`src/rtl/fir_pkg.sv`:
```
// Shared FIR definitions: widths, plus the rounding/saturation helper used by the
// decimation buffer and by its bench model.
package fir_pkg;

    localparam int FIR_WIDTH = 8;
    localparam int ACC_WIDTH = 2 * FIR_WIDTH;

    typedef struct packed {
        logic        sat;
        logic [31:0] word;
    } rs_t;

    // Round half-up by 2^(shift-1), shift right, clamp to an unsigned width-bit word.
    function automatic rs_t round_sat(input logic [31:0] x, input int width, input int shift);
        logic [32:0] rnd;
        logic [32:0] q;
        logic [32:0] maxv;
        rs_t         r;
        rnd  = {1'b0, x} + (33'd1 << (shift - 1));
        q    = rnd >> shift;
        maxv = (33'd1 << width) - 33'd1;
        if (q > maxv) begin
            r.sat  = 1'b1;
            r.word = maxv[31:0];
        end else begin
            r.sat  = 1'b0;
            r.word = q[31:0];
        end
        return r;
    endfunction

endpackage

```
`src/rtl/fir_sync_fifo_fwft.sv`:
```
// First-word-fall-through FIFO: the head entry sits in an output register that
// updates one edge after a push and holds the last popped entry while empty.
module fir_sync_fifo_fwft #(
    parameter int DATA_W = 9,
    parameter int DEPTH  = 4
) (
    input  logic                       clk,
    input  logic                       rst_n,
    input  logic                       push,
    input  logic                       pop,
    input  logic [DATA_W-1:0]          din,
    output logic [DATA_W-1:0]          dout,
    output logic [$clog2(DEPTH+1)-1:0] level,
    output logic                       full,
    output logic                       empty
);

    localparam int AW = $clog2(DEPTH);
    localparam int LW = $clog2(DEPTH+1);

    logic [DATA_W-1:0] mem [DEPTH];
    logic [AW-1:0]     wr_ptr_q, wr_ptr_d;
    logic [AW-1:0]     rd_ptr_q, rd_ptr_d;
    logic [LW-1:0]     level_q, level_d;
    logic [DATA_W-1:0] dout_q, dout_d;
    logic [LW-1:0]     remain;
    logic              push_ok;
    logic              pop_ok;

    assign full  = (level_q == LW'(DEPTH));
    assign empty = (level_q == '0);
    assign level = level_q;
    assign dout  = dout_q;

    always_comb begin
        pop_ok   = pop && !empty;
        push_ok  = push && (!full || pop_ok);
        wr_ptr_d = wr_ptr_q + AW'(push_ok);
        rd_ptr_d = rd_ptr_q + AW'(pop_ok);
        remain   = level_q - LW'(pop_ok);
        level_d  = remain + LW'(push_ok);
        dout_d   = dout_q;
        // With nothing left behind the popped head, the new head is the word being pushed.
        if (level_d != '0) begin
            dout_d = (remain == '0) ? din : mem[rd_ptr_d];
        end
    end

    always_ff @(posedge clk) begin
        if (push_ok) begin
            mem[wr_ptr_q] <= din;
        end
    end

    always_ff @(posedge clk or negedge rst_n) begin
        if (!rst_n) begin
            wr_ptr_q <= '0;
            rd_ptr_q <= '0;
            level_q  <= '0;
            dout_q   <= '0;
        end else begin
            wr_ptr_q <= wr_ptr_d;
            rd_ptr_q <= rd_ptr_d;
            level_q  <= level_d;
            dout_q   <= dout_d;
        end
    end

endmodule

```
`src/rtl/fir_decim_buffer.sv`:
```
// Keeps every DECIM-th qualified fir_out sample, rounds/saturates it to WIDTH bits
// and queues it for a valid/ready consumer, flagging dropped samples stickily.
module fir_decim_buffer
    import fir_pkg::*;
#(
    parameter int WIDTH = FIR_WIDTH,
    parameter int DECIM = 2,
    parameter int SHIFT = 8,
    parameter int DEPTH = 4
) (
    input  logic                       clk,
    input  logic                       rst_n,
    input  logic [2*WIDTH-1:0]         fir_out,
    input  logic                       sample_en,
    output logic [WIDTH-1:0]           dout,
    output logic                       dout_sat,
    output logic                       dout_valid,
    input  logic                       dout_ready,
    output logic [$clog2(DEPTH+1)-1:0] level,
    output logic                       overflow,
    input  logic                       ovf_clr
);

    localparam int PH_W = (DECIM > 1) ? $clog2(DECIM) : 1;
    localparam int LW   = $clog2(DEPTH+1);

    logic [PH_W-1:0]  phase_q, phase_d;
    logic             stage_valid_q, stage_valid_d;
    logic [WIDTH-1:0] stage_word_q, stage_word_d;
    logic             stage_sat_q, stage_sat_d;
    logic             overflow_q, overflow_d;
    rs_t              rs;
    logic             keep;
    logic             push;
    logic             pop;
    logic [WIDTH:0]   fifo_dout;
    logic [LW-1:0]    fifo_level;
    logic             fifo_full;
    logic             fifo_empty;

    always_comb begin
        rs   = round_sat(32'(fir_out), WIDTH, SHIFT);
        keep = sample_en && (phase_q == '0);

        phase_d = phase_q;
        if (sample_en) begin
            phase_d = (phase_q == PH_W'(DECIM - 1)) ? '0 : phase_q + 1'b1;
        end

        stage_valid_d = keep;
        stage_word_d  = stage_word_q;
        stage_sat_d   = stage_sat_q;
        if (keep) begin
            stage_word_d = rs.word[WIDTH-1:0];
            // Any nonzero bit above the word is treated as saturation as well.
            stage_sat_d  = rs.sat || (rs.word[31:WIDTH] != '0);
        end

        pop  = !fifo_empty && dout_ready;
        push = stage_valid_q && (!fifo_full || pop);

        overflow_d = overflow_q;
        if (stage_valid_q && fifo_full && !pop) begin
            overflow_d = 1'b1;
        end else if (ovf_clr) begin
            overflow_d = 1'b0;
        end
    end

    always_ff @(posedge clk or negedge rst_n) begin
        if (!rst_n) begin
            phase_q       <= '0;
            stage_valid_q <= 1'b0;
            stage_word_q  <= '0;
            stage_sat_q   <= 1'b0;
            overflow_q    <= 1'b0;
        end else begin
            phase_q       <= phase_d;
            stage_valid_q <= stage_valid_d;
            stage_word_q  <= stage_word_d;
            stage_sat_q   <= stage_sat_d;
            overflow_q    <= overflow_d;
        end
    end

    fir_sync_fifo_fwft #(
        .DATA_W (WIDTH + 1),
        .DEPTH  (DEPTH)
    ) u_fifo (
        .clk   (clk),
        .rst_n (rst_n),
        .push  (push),
        .pop   (pop),
        .din   ({stage_sat_q, stage_word_q}),
        .dout  (fifo_dout),
        .level (fifo_level),
        .full  (fifo_full),
        .empty (fifo_empty)
    );

    assign dout       = fifo_dout[WIDTH-1:0];
    assign dout_sat   = fifo_dout[WIDTH];
    assign dout_valid = !fifo_empty;
    assign level      = fifo_level;
    assign overflow   = overflow_q;

endmodule

```
`config.mk`:
```
export PLATFORM = sky130hd
export DESIGN_NAME = fir_decim_buffer
export DESIGN_NICKNAME = d
export VERILOG_FILES = /design/src/rtl/fir_pkg.sv /design/src/rtl/fir_sync_fifo_fwft.sv /design/src/rtl/fir_decim_buffer.sv
export SDC_FILE = /design/constraint.sdc
export NUM_CORES = 1
export LEC_CHECK = 0
export ABC_AREA = 0
export ABC_CLOCK_PERIOD_IN_PS = 6200
export BUFFER_PORTS_ARGS = -buffer_cell sky130_fd_sc_hd__buf_2
export CORE_MARGIN = 10
export CORE_UTILIZATION = 50
export CTS_CLUSTER_DIAMETER = 120
export DETAILED_ROUTE_END_ITERATION = 16
export PLACE_DENSITY = 0.75
export SLEW_MARGIN = 10
export SYNTH_ARGS = -nofsm -noshare
export SYNTH_HDL_FRONTEND = slang
export SYNTH_HIERARCHICAL = 1
export SYNTH_SLANG_ARGS = --single-unit
```
`constraint.sdc`:
```
create_clock -name clk -period 6.2 [get_ports clk]
set_clock_uncertainty 0.05 [all_clocks]
set_input_delay 0.31 -clock clk [delete_from_list [all_inputs] [get_ports clk]]
set_output_delay 0.31 -clock clk [all_outputs]
set_load 0.02 [all_outputs]
```
Word-level counts from Yosys, hierarchy flattened:

Memories as Yosys holds them, arrays and structs flattened.
Index checks and enable logic that the tools add are counted.

* $add $sub $neg: 6
* magnitude comparators: 1
* equal/unequal tests: 1
* mux-type cells: 7
* bitwise operators: 1
* reductions and logical operators: 18

Operators by type and width (number)
* $mux 33: 1
* $reduce_bool 24->1: 1
* $add 16x8->17 const B: 1
* $gt 9x8->1 const B: 1
* $mux 9: 1
* $logic_and 1x1->1: 7
* $logic_not 3->1: 2
* $mux 1: 5
* $add 2x1->2: 2
* $add 3x1->3: 1
* $eq 3x3->1 const B: 1
* $logic_not 1->1: 3
* $logic_or 1x1->1: 3
* $reduce_bool 3->1: 1
* $sub 3x1->3: 1
* $reduce_bool 2->1: 1
* $add 1x1->1 const B: 1
* $not 1->1: 1

* flip-flop bits (word level): 28
* RAM bits: 36
* bits of input ports: 21
* logic and storage cells: 44
* memories: 1

Memories
* u_fifo.mem: depth 4, bits a word 9, rd ports 1, clocked after Yosys merged registers in 0, wr ports 1, RTL line fir_sync_fifo_fwft.sv:21 `logic [DATA_W-1:0] mem [DEPTH];`

Depth between registers and ports, before layout:

Gate-level depths: netlist of the first run.

* word-level depth: 8
* gate-level depth with buffers: 14

By module:

Netlist of the first run, hierarchy kept.

Modules (own cells, without submodules)
* fir_sync_fifo_fwft: times used 1, cells an instance 130, area an instance 2148.3 sq um
* fir_decim_buffer: times used 1, cells an instance 68, area an instance 615.6 sq um

Least setup slack after synthesis of the first run:

OpenSTA, ideal clock, no wires.

* path type: reg-to-reg
* from: reg u_fifo.level_q[2] (netlist: u_fifo/level[2])
* to: reg u_fifo.dout_q[3] (netlist: u_fifo/dout[3])
* library setup time: 0.128 ns
* arrival time: 2.758 ns
* data required time: 6.022 ns
* setup slack: 3.265 ns
* cell stages (with the launch flop): 15
* period minus slack after synthesis: 2.935 ns
* path through: dfrtp_1 nor3_1 inv_1 nand2_1 inv_1 nor2b_1 ha_1 inv_1 ha_1 ha_1 nor3b_1 mux2i_4 buf_6 nor2_2 a31oi_2

* word-level cells in the longest chain between the ends: 8
* elaborated cells on any way between the ends: 17

Ends and longest elaborated chain
* start: declaration: RTL line fir_sync_fifo_fwft.sv:24 `logic [LW-1:0] level_q, level_d;`
* start signal: assignment: RTL line fir_sync_fifo_fwft.sv:64 `level_q <= level_d;`
* $logic_not 3->1 *: RTL line fir_sync_fifo_fwft.sv:31 `assign empty = (level_q == '0);`
* named net fifo_empty: RTL line fir_decim_buffer.sv:39 `logic fifo_empty;`
* $logic_not 1->1 *
* named net dout_valid: RTL line fir_decim_buffer.sv:17 `output logic dout_valid,`
* $logic_and 1x1->1 *: RTL line fir_decim_buffer.sv:59 `pop = !fifo_empty && dout_ready;`
* named net pop: RTL line fir_decim_buffer.sv:35 `logic pop;`
* branches (longest 3 deep; another with $sub 3x1->3)
* $add 3x1->3 *: RTL line fir_sync_fifo_fwft.sv:41 `level_d = remain + LW'(push_ok);`
* named net u_fifo.level_d[1]: RTL line fir_sync_fifo_fwft.sv:24
* $reduce_bool 3->1 *: RTL line fir_sync_fifo_fwft.sv:44 `if (level_d != '0) begin`
* end signal: assignment: RTL line fir_sync_fifo_fwft.sv:65 `dout_q <= dout_d;`
* end: declaration: RTL line fir_sync_fifo_fwft.sv:25 `logic [DATA_W-1:0] dout_q, dout_d;`

Mark *: on every way through the listed nets, which the timed path passes.
A chain may end at the register's enable or synchronous reset.

Worst setup path in the final report of the first run:

* from: reg u_fifo.level_q[2] (netlist: u_fifo/level[2])
* to: reg u_fifo.dout_q[4] (netlist: u_fifo/dout[4])

* word-level cells in the longest chain between the ends: 8
* elaborated cells on any way between the ends: 17

Ends and longest elaborated chain (RTL line)
* $logic_not 3->1 *: fir_sync_fifo_fwft.sv:31
* named net fifo_empty: fir_decim_buffer.sv:39
* $logic_not 1->1 *: fir_decim_buffer.sv:59
* $logic_and 1x1->1 *: fir_decim_buffer.sv:59
* named net pop: fir_decim_buffer.sv:35
* branches (longest 3 deep; another with $sub 3x1->3)
* $add 3x1->3 *: fir_sync_fifo_fwft.sv:41
* named net u_fifo.level_d[1]: fir_sync_fifo_fwft.sv:24
* $reduce_bool 3->1 *: fir_sync_fifo_fwft.sv:44

Marks and branches as above.

==> impl_metrics.yaml, run 1 <==
logic_synthesis:
  synthFlopType: "edfxtp_1"
  yosys.cell_count.top_type: "edfxtp_1"
  synth_top_area_share_pct: 39.1
  synthTopCellsByArea: "edfxtp_1 (39%), dfrtp_1 (25%), mux4_2 (5.7%)"
  postSynthCellCount: 198
  synth_edf_count: 36
  netlist_area_sq_um: 2760
  synth.distinct_cells: 41
  synth.yosys.seq_area_share_pct: 64.5
  synth_area_per_cell_sq_um: 14.0
  yosysWarnings: 6
  async_flop_share_pct: 43.8
  yosys-top-cells-count: "edfxtp_1 (36), dfrtp_1 (28), nand2_1 (28)"
  yosys.area.top_type: "edfxtp_1"
  ys_seq_elements: 64
  synth_nets: 226
sta:
  setup_violations: 0
  drv_slew: 0
  worst_slack_ps: 3200
  slew_headroom_pct: 41.7
  fmax_ghz: 0.334
  post-route-min-period_ps: 3000
  finalCritPeriodShare_pct: 48.4
  rsz0062_at_grt: "false"
  tns_ps: 0
  tightest_slew_ps: 871
  final-hold-violation-count: 0
layout:
  drive_above_1_share_pct: 25.4
  design_area_sq_um: 3160
  final_net_count: 263
  final_cells: 312
  diodes: 0
  area_growth_syn_to_layout_pct: 14.3
critical_path:
  critPathSlowestCell: "dfrtp_1"
  worstPathRequired_ps: 6330
  critPathLaunchType: "flip-flop"
  critPathMaxStageDelay_ps: 430
  reg2reg_depth: 13
  cp_max_fo: 18
  cp-end-kind: "flip-flop"
  cp.arrival_ps: 3130
  path_buf_inv: 3
  crit_family: "simple AND/OR/NAND/NOR gates"
  path_depth: 13
  path_cells: "nor3_1 > inv_1 > nand2_1 > inv_1 > nor2b_1 > ha_1 > inv_1 > ha_1 > ha_1 > nor3_1 > mux2i_4 > nor2_1 > a31oi_1"
  crit_type: "flip-flop to flip-flop"
pwr:
  vdd_ir_drop_max_mv: 0.290
  p_int_mw: 1.09
  sw_frac_of_total_pct: 36.7
  cellPowerDensity_nw_per_um2: 543
  leakagePower_nw: 1.25
  p_comb_share_pct: 40.8
  clkPwrFrac_pct: 17.9
  seq_power_share_pct: 41.3
  switchingPower_uw: 630
clock_network:
  root_buffer: "clkbuf_8"
  cts_buffers: 9
  path_clk_slew_ps: 60
  clockBufferDepth: 2
  cts_resized: 0
  htree_levels: 3
  clk-insertion-delay-late_ps: 330
  cts_tree: "yes"
  clock-sinks: 64
route:
  drtPass1Iterations: 5
  wire_per_inst_um: 16.1
  via_count: 1632
  ant_nets: 0
  drt_iter0_markers: 105
  drt_wl_total_mm: 5.03
  drc_errors: 0
  viasPerCell: 5.23
placement:
  place_hpwl_mm: 3.43
  dp.cells: 295
  port_buffers: 27
  placed_area_sq_um: 2980
  gp_congestion: 0.731
  pre_cts_ws_ps: 3230
floorplan:
  core-area_sq_um: 5440
  die_y_um: 94.4
  start_util_pct: 50.8
  die_width_um: 94.4
  ioPinCount: 35
  rows: 27
  die_area_sq_um: 8900
grt:
  grt_max_degree: 29
  grt_pass1_wl_mm: 8.44
  antenna_found_initial: 0
  grt_use_total_pct: 12.6
  grt_pass1_vias: 1690
  gr-total-overflow: 0
outcome:
  status: "complete, no violations"
worst_hold_path:
  min_path_type: "input port to flip-flop"
  holdPathStages: 2
run:
  maxCapViolations: 0
## state kept, by name, indices dropped and copies added, names as in the netlist
register and flops:
u_fifo/dout 9, stage_word_q 8, u_fifo/level 3, phase_q 1, u_fifo/mem 36, stage_valid_q 1
overflow 1, stage_sat_q 1, u_fifo/wr_ptr_q 2, u_fifo/rd_ptr_q 2
## cell usage in the layout (no fill, tap or decap), types with 2 or more instances in the layout
cell / synthesis / layout
nor3_1: 4 / 4
clkinv_1: 0 / 2
o21ai_1: 4 / 4
ha_1: 7 / 7
clkbuf_1: 1 / 3
buf_4: 0 / 2
nand3_1: 4 / 4
nor2_2: 2 / 2
nand2_1: 28 / 28
xnor2_1: 3 / 3
edfxtp_1: 36 / 36
nand3_2: 2 / 2
inv_1: 9 / 9
nor3b_1: 2 / 2
buf_2: 1 / 27
a31oi_1: 10 / 10
a31oi_2: 2 / 2
clkbuf_8: 0 / 11
xor2_1: 2 / 2
mux4_2: 7 / 7
dfrtp_1: 28 / 28
nor2_1: 18 / 18
mux4_1: 2 / 2
and3_1: 2 / 2
a21oi_1: 3 / 3
o21ai_0: 3 / 3
## repair_timing
item / in CTS / in global routing
hold endpoints to repair: 28 / 0
hold buffers: 1 / 0
setup buffers: 0 / 0
## path summary, 6_finish.rpt
check	from	end	slack, ps
max	u_fifo/level[2]	u_fifo/dout[4]	3200
min reg2reg	phase_q	phase_q	430
min	ovf_clr	overflow	130
min in group asynchronous	rst_n	u_fifo/level[0]	490
max reg2reg	u_fifo/level[2]	u_fifo/dout[4]	3200
max in group asynchronous	rst_n	stage_word_q[6]	5190
## layout make-up
type | instances | area [sq um]
Clock buffer | 14 | 163
Tap cell | 72 | 90.1
Sequential cell | 64 | 1780
Inverter | 10 | 37.5
Timing Repair Buffer | 30 | 160
Multi-Input combinational cell | 120 | 920
Clock inverter | 2 | 7.51
Fill cell | 461 | 2280
## routing by layer
| layer | vias up | GRT usage, % | share of wire (%) |
|---|---|---|---|
| li1 | 802 | - | - |
| met1 | 789 | 14.9 | 45 |
| met2 | 31 | 20.0 | 48 |
| met3 | 10 | 3.89 | 4.2 |
| met4 | 0 | 6.84 | 2.1 |
| met5 | - | 0 | 0 |
## power by group through the flow
stage                     logic, mW  registers, mW  clock network [mW]
final                         0.701          0.709               0.307
after global routing          0.778          0.727               0.340
after CTS                     0.715          0.711               0.315
after detailed placement      0.709          0.719                   0
after global placement        0.688          0.709                   0
after floorplan               0.506          0.746                   0
## logic make-up (layout without fill, tap and decap cells)
kind of cell	count (synthesis)	after routing	synth area share [%]
flops	64	64	64.5
xor+xnor	7	7	3.17
simple gates	69	69	11.9
buf+inv	14	56	2.26
compound gates	26	26	6.25
mux	11	11	8.78
fa+ha+maj	7	7	3.17
## through the flow
step                hold slack, ps  utilization, %  power [mW]
detailed placement             323            54.8        1.43
global placement               310            54.8        1.40
global route                   120            58.1        1.84
CTS                            110            58.1        1.74
floorplan                    -35.6               -        1.25
finish                         126            58.1        1.72
Note: power is estimated with default switching activity, not from simulation.
==> inputs of run 2 (changes only) <==
Settings changed: ABC_AREA 0 to 1, ABC_CLOCK_PERIOD_IN_PS 6200 to 2500, PLACE_DENSITY 0.75 to 0.78.
Clock period 6.2 ns to 2.5 ns, I/O delays scaled along.
==> run 2 against run 1 <==
Effect of this change: sequential cell count did not move; synthesized area rose by 8.7%; combinational power rose to 3.9 times the previous value; clock-buffer cell count down 4; non-clock buffer count rose by 13; die area increased by 6.9%; power rose to 3.2 times the previous value; worst setup slack worse by 3200 ps; fmax rose by 20%; critical path type unchanged.
==> impl_metrics.yaml, run 2 <==
critical_path:
  crit_family: "simple AND/OR/NAND/NOR gates"
  critPathSlowestCell: "dfrtp_2"
  crit_type: "flip-flop to flip-flop"
  cp_max_fo: 4
  critPathLaunchType: "flip-flop"
  r2r-start: "u_fifo/level[2]"
  path_buf_inv: 5
  critPathMaxStageDelay_ps: 440
  cp.arrival_ps: 2720
  cp-end-kind: "flip-flop"
  reg2reg_slack_ps: 10
  reg2reg_depth: 14
  path_cells: "nor3_4 > inv_2 > nand2_2 > inv_1 > inv_1 > nor2_2 > ha_4 > ha_4 > inv_1 > ha_4 > nor2_4 > buf_2 > nand3_1 > nand2_1"
  worstPathRequired_ps: 2730
  r2r_end: "u_fifo/dout[5]"
pwr:
  sw_frac_of_total_pct: 45.2
  p_comb_share_pct: 50.6
  p_int_mw: 2.97
  leakagePower_nw: 1.71
  finalPower_mw: 5.41
  cellPowerDensity_nw_per_um2: 1480
  seq_power_share_pct: 33.2
  switchingPower_mw: 2.45
  vdd_ir_drop_max_mv: 0.976
  clkPwrFrac_pct: 16.2
logic_synthesis:
  synth_top_area_share_pct: 36.0
  synth.yosys.seq_area_share_pct: 59.3
  synthMuxAreaShare_pct: 0
  synth_top_family_by_area: "simple AND/OR/NAND/NOR gates"
  synth_area_per_cell_sq_um: 9.42
  netlist_area_sq_um: 3010
  synth_nets: 347
  yosys.cell_count.top_type: "nand2_1"
  synthTopCellsByArea: "edfxtp_1 (36%), dfrtp_1 (23%), nand2_1 (18%)"
  yosys.area.top_type: "edfxtp_1"
  async_flop_share_pct: 43.8
  synth_compound_area_share_pct: 2.75
  synth.distinct_cells: 28
  synth_edf_count: 36
  postSynthCellCount: 319
  synth_xor_area_share_pct: 2.37
  ys_seq_elements: 64
  synth-simple-area-share_pct: 28.4
  synthAdderAreaFrac_pct: 2.91
  yosys-top-cells-count: "nand2_1 (148), edfxtp_1 (36), dfrtp_1 (28)"
  yosysWarnings: 6
  synthFlopType: "edfxtp_1"
clock_network:
  clock-sinks: 64
  cts_buffers: 9
  root_buffer: "clkbuf_8"
  htree_levels: 3
  clk-insertion-delay-late_ps: 340
  cts_tree: "yes"
  clockBufferDepth: 2
  path_clk_slew_ps: 80
sta:
  drv_slew: 0
  setup_violations: 0
  tightest_slew_ps: 642
  fmax_ghz: 0.402
  finalCritPeriodShare_pct: 99.6
  post-route-min-period_ps: 2490
  final-hold-violation-count: 0
  slew_headroom_pct: 57.2
  hold_slack_ps: 81.1
  tns_ps: 0
  worst_slack_ps: 9.84
grt:
  grt_max_degree: 29
  antenna_found_initial: 0
  grt_pass1_wl_mm: 10.2
  grt_use_total_pct: 13.1
  gr-total-overflow: 0
  grt_pass1_vias: 2276
layout:
  final_net_count: 399
  largest_reg_flops: 36
  regArea_sq_um: 1780
  final.fill_count: 463
  area_growth_syn_to_layout_pct: 21.7
  final_common_cell: "nand2_1"
  multi_input_area_sq_um: 1230
  drive_above_1_share_pct: 25.0
  final_cell_mix: "nand2_1 (142), edfxtp_1 (36), buf_2 (28)"
  regMostFlops: "u_fifo/mem"
  diodes: 0
placement:
  pre_cts_ws_ps: -11.1
  place_hpwl_mm: 4.32
  gp_congestion: 0.812
  port_buffers: 27
route:
  drtPass1Iterations: 5
  drt_wl_total_mm: 7.15
  ant_nets: 0
  via_count: 2382
  drt_iter0_markers: 202
  drc_errors: 0
  wire_per_inst_um: 15.8
  viasPerCell: 5.28
floorplan:
  die_area_sq_um: 9510
  ioPinCount: 35
  core-area_sq_um: 5890
  die_width_um: 97.5
  rows: 28
  start_util_pct: 51.1
  die_y_um: 97.5
run:
  maxCapViolations: 0
worst_hold_path:
  min_to: "overflow"
  min_from: "dout_ready"
  holdPathStages: 4
  min_path_type: "input port to flip-flop"
outcome:
  status: "complete, no violations"
run 2: cell count changes after synthesis, sizes merged, moves of 3 or more:
cell / before / now
xnor2: 4 / 1
nand3: 6 / 18
nand2: 29 / 154
o21ai: 7 / 3
and3: 3 / 0
inv: 10 / 24
nor2: 20 / 24
a21oi: 3 / 6
a31oi: 12 / 0
mux4: 9 / 0
run 2: timing repair:
item	4_1_cts	5_1_grt
buffers inserted	0	2
gates cloned	1	2
gates resized for setup	1	18
hold buffers	3	0
setup endpoints to repair	9	9
endpoints found under the hold margin	30	0
pin swaps	1	8
run 2: layout make-up:
type                    instances  area share, %
clock buffers                  10           3.76
clock inverters                 6           1.57
inverters                      24           2.60
multi-input cells             229           33.5
flip-flops and latches         64           48.7
well taps                      75           2.56
repair buffers                 43           7.22
run 2: how the worst max path moves through the flow:
| stage | start | endpoint | slack [ps] | depth (start not counted) |
|---|---|---|---|---|
| final | u_fifo/level[2] | u_fifo/dout[5] | 10 | 14 |
| after global routing | u_fifo/level[2] | u_fifo/dout[1] | -70 | 14 |
| after CTS | u_fifo/level[0] | u_fifo/dout[1] | 30 | 14 |
| after detailed placement | u_fifo/level[0] | u_fifo/dout[8] | -10 | 13 |
| after global placement | u_fifo/level[0] | u_fifo/dout[3] | 100 | 14 |
| after floorplan | u_fifo/level[0] | u_fifo/dout[0] | 10 | 14 |
run 2: worst min-delay path, stage by stage:
cell     delay (ps)
buf_2            80
nand2_2          60
nand3_1          50
o21ai_0          90
run 2: logic make-up (layout without fill, tap and decap cells):
logic type / Yosys count / count (layout)
and+or+nand+nor: 203 / 204
DFF: 64 / 64
buffers and inverters: 28 / 83
AOI/OAI and AO/OA: 11 / 11
adders and majority gates: 7 / 7
xor gates and xnor gates: 6 / 7
run 2: routing by layer:
metal	global-route usage, %	wire length [um]	vias up
met4	6.82	252	0
met1	14.7	2750	1128
met2	22.7	3690	103
met3	2.70	446	24
li1	-	-	1127
met5	0	0	-
run 2: through the flow:
step,util (%),area (sq um),cells
floorplan,-,3020,319
CTS,60.0,3530,447
finish,62.2,3660,451
detailed placement,55.8,3290,427
global route,62.2,3660,451
global placement,55.8,3290,427
run 2: power groups by stage:
stage | Clock [mW] | Sequential, mW | Combinational, mW
finish | 0.875 | 1.80 | 2.74
CTS | 0.873 | 1.77 | 2.31
global route | 0.920 | 1.84 | 2.98
global placement | 0 | 1.76 | 2.16
floorplan | 0 | 1.85 | 1.54
detailed placement | 0 | 1.79 | 2.25
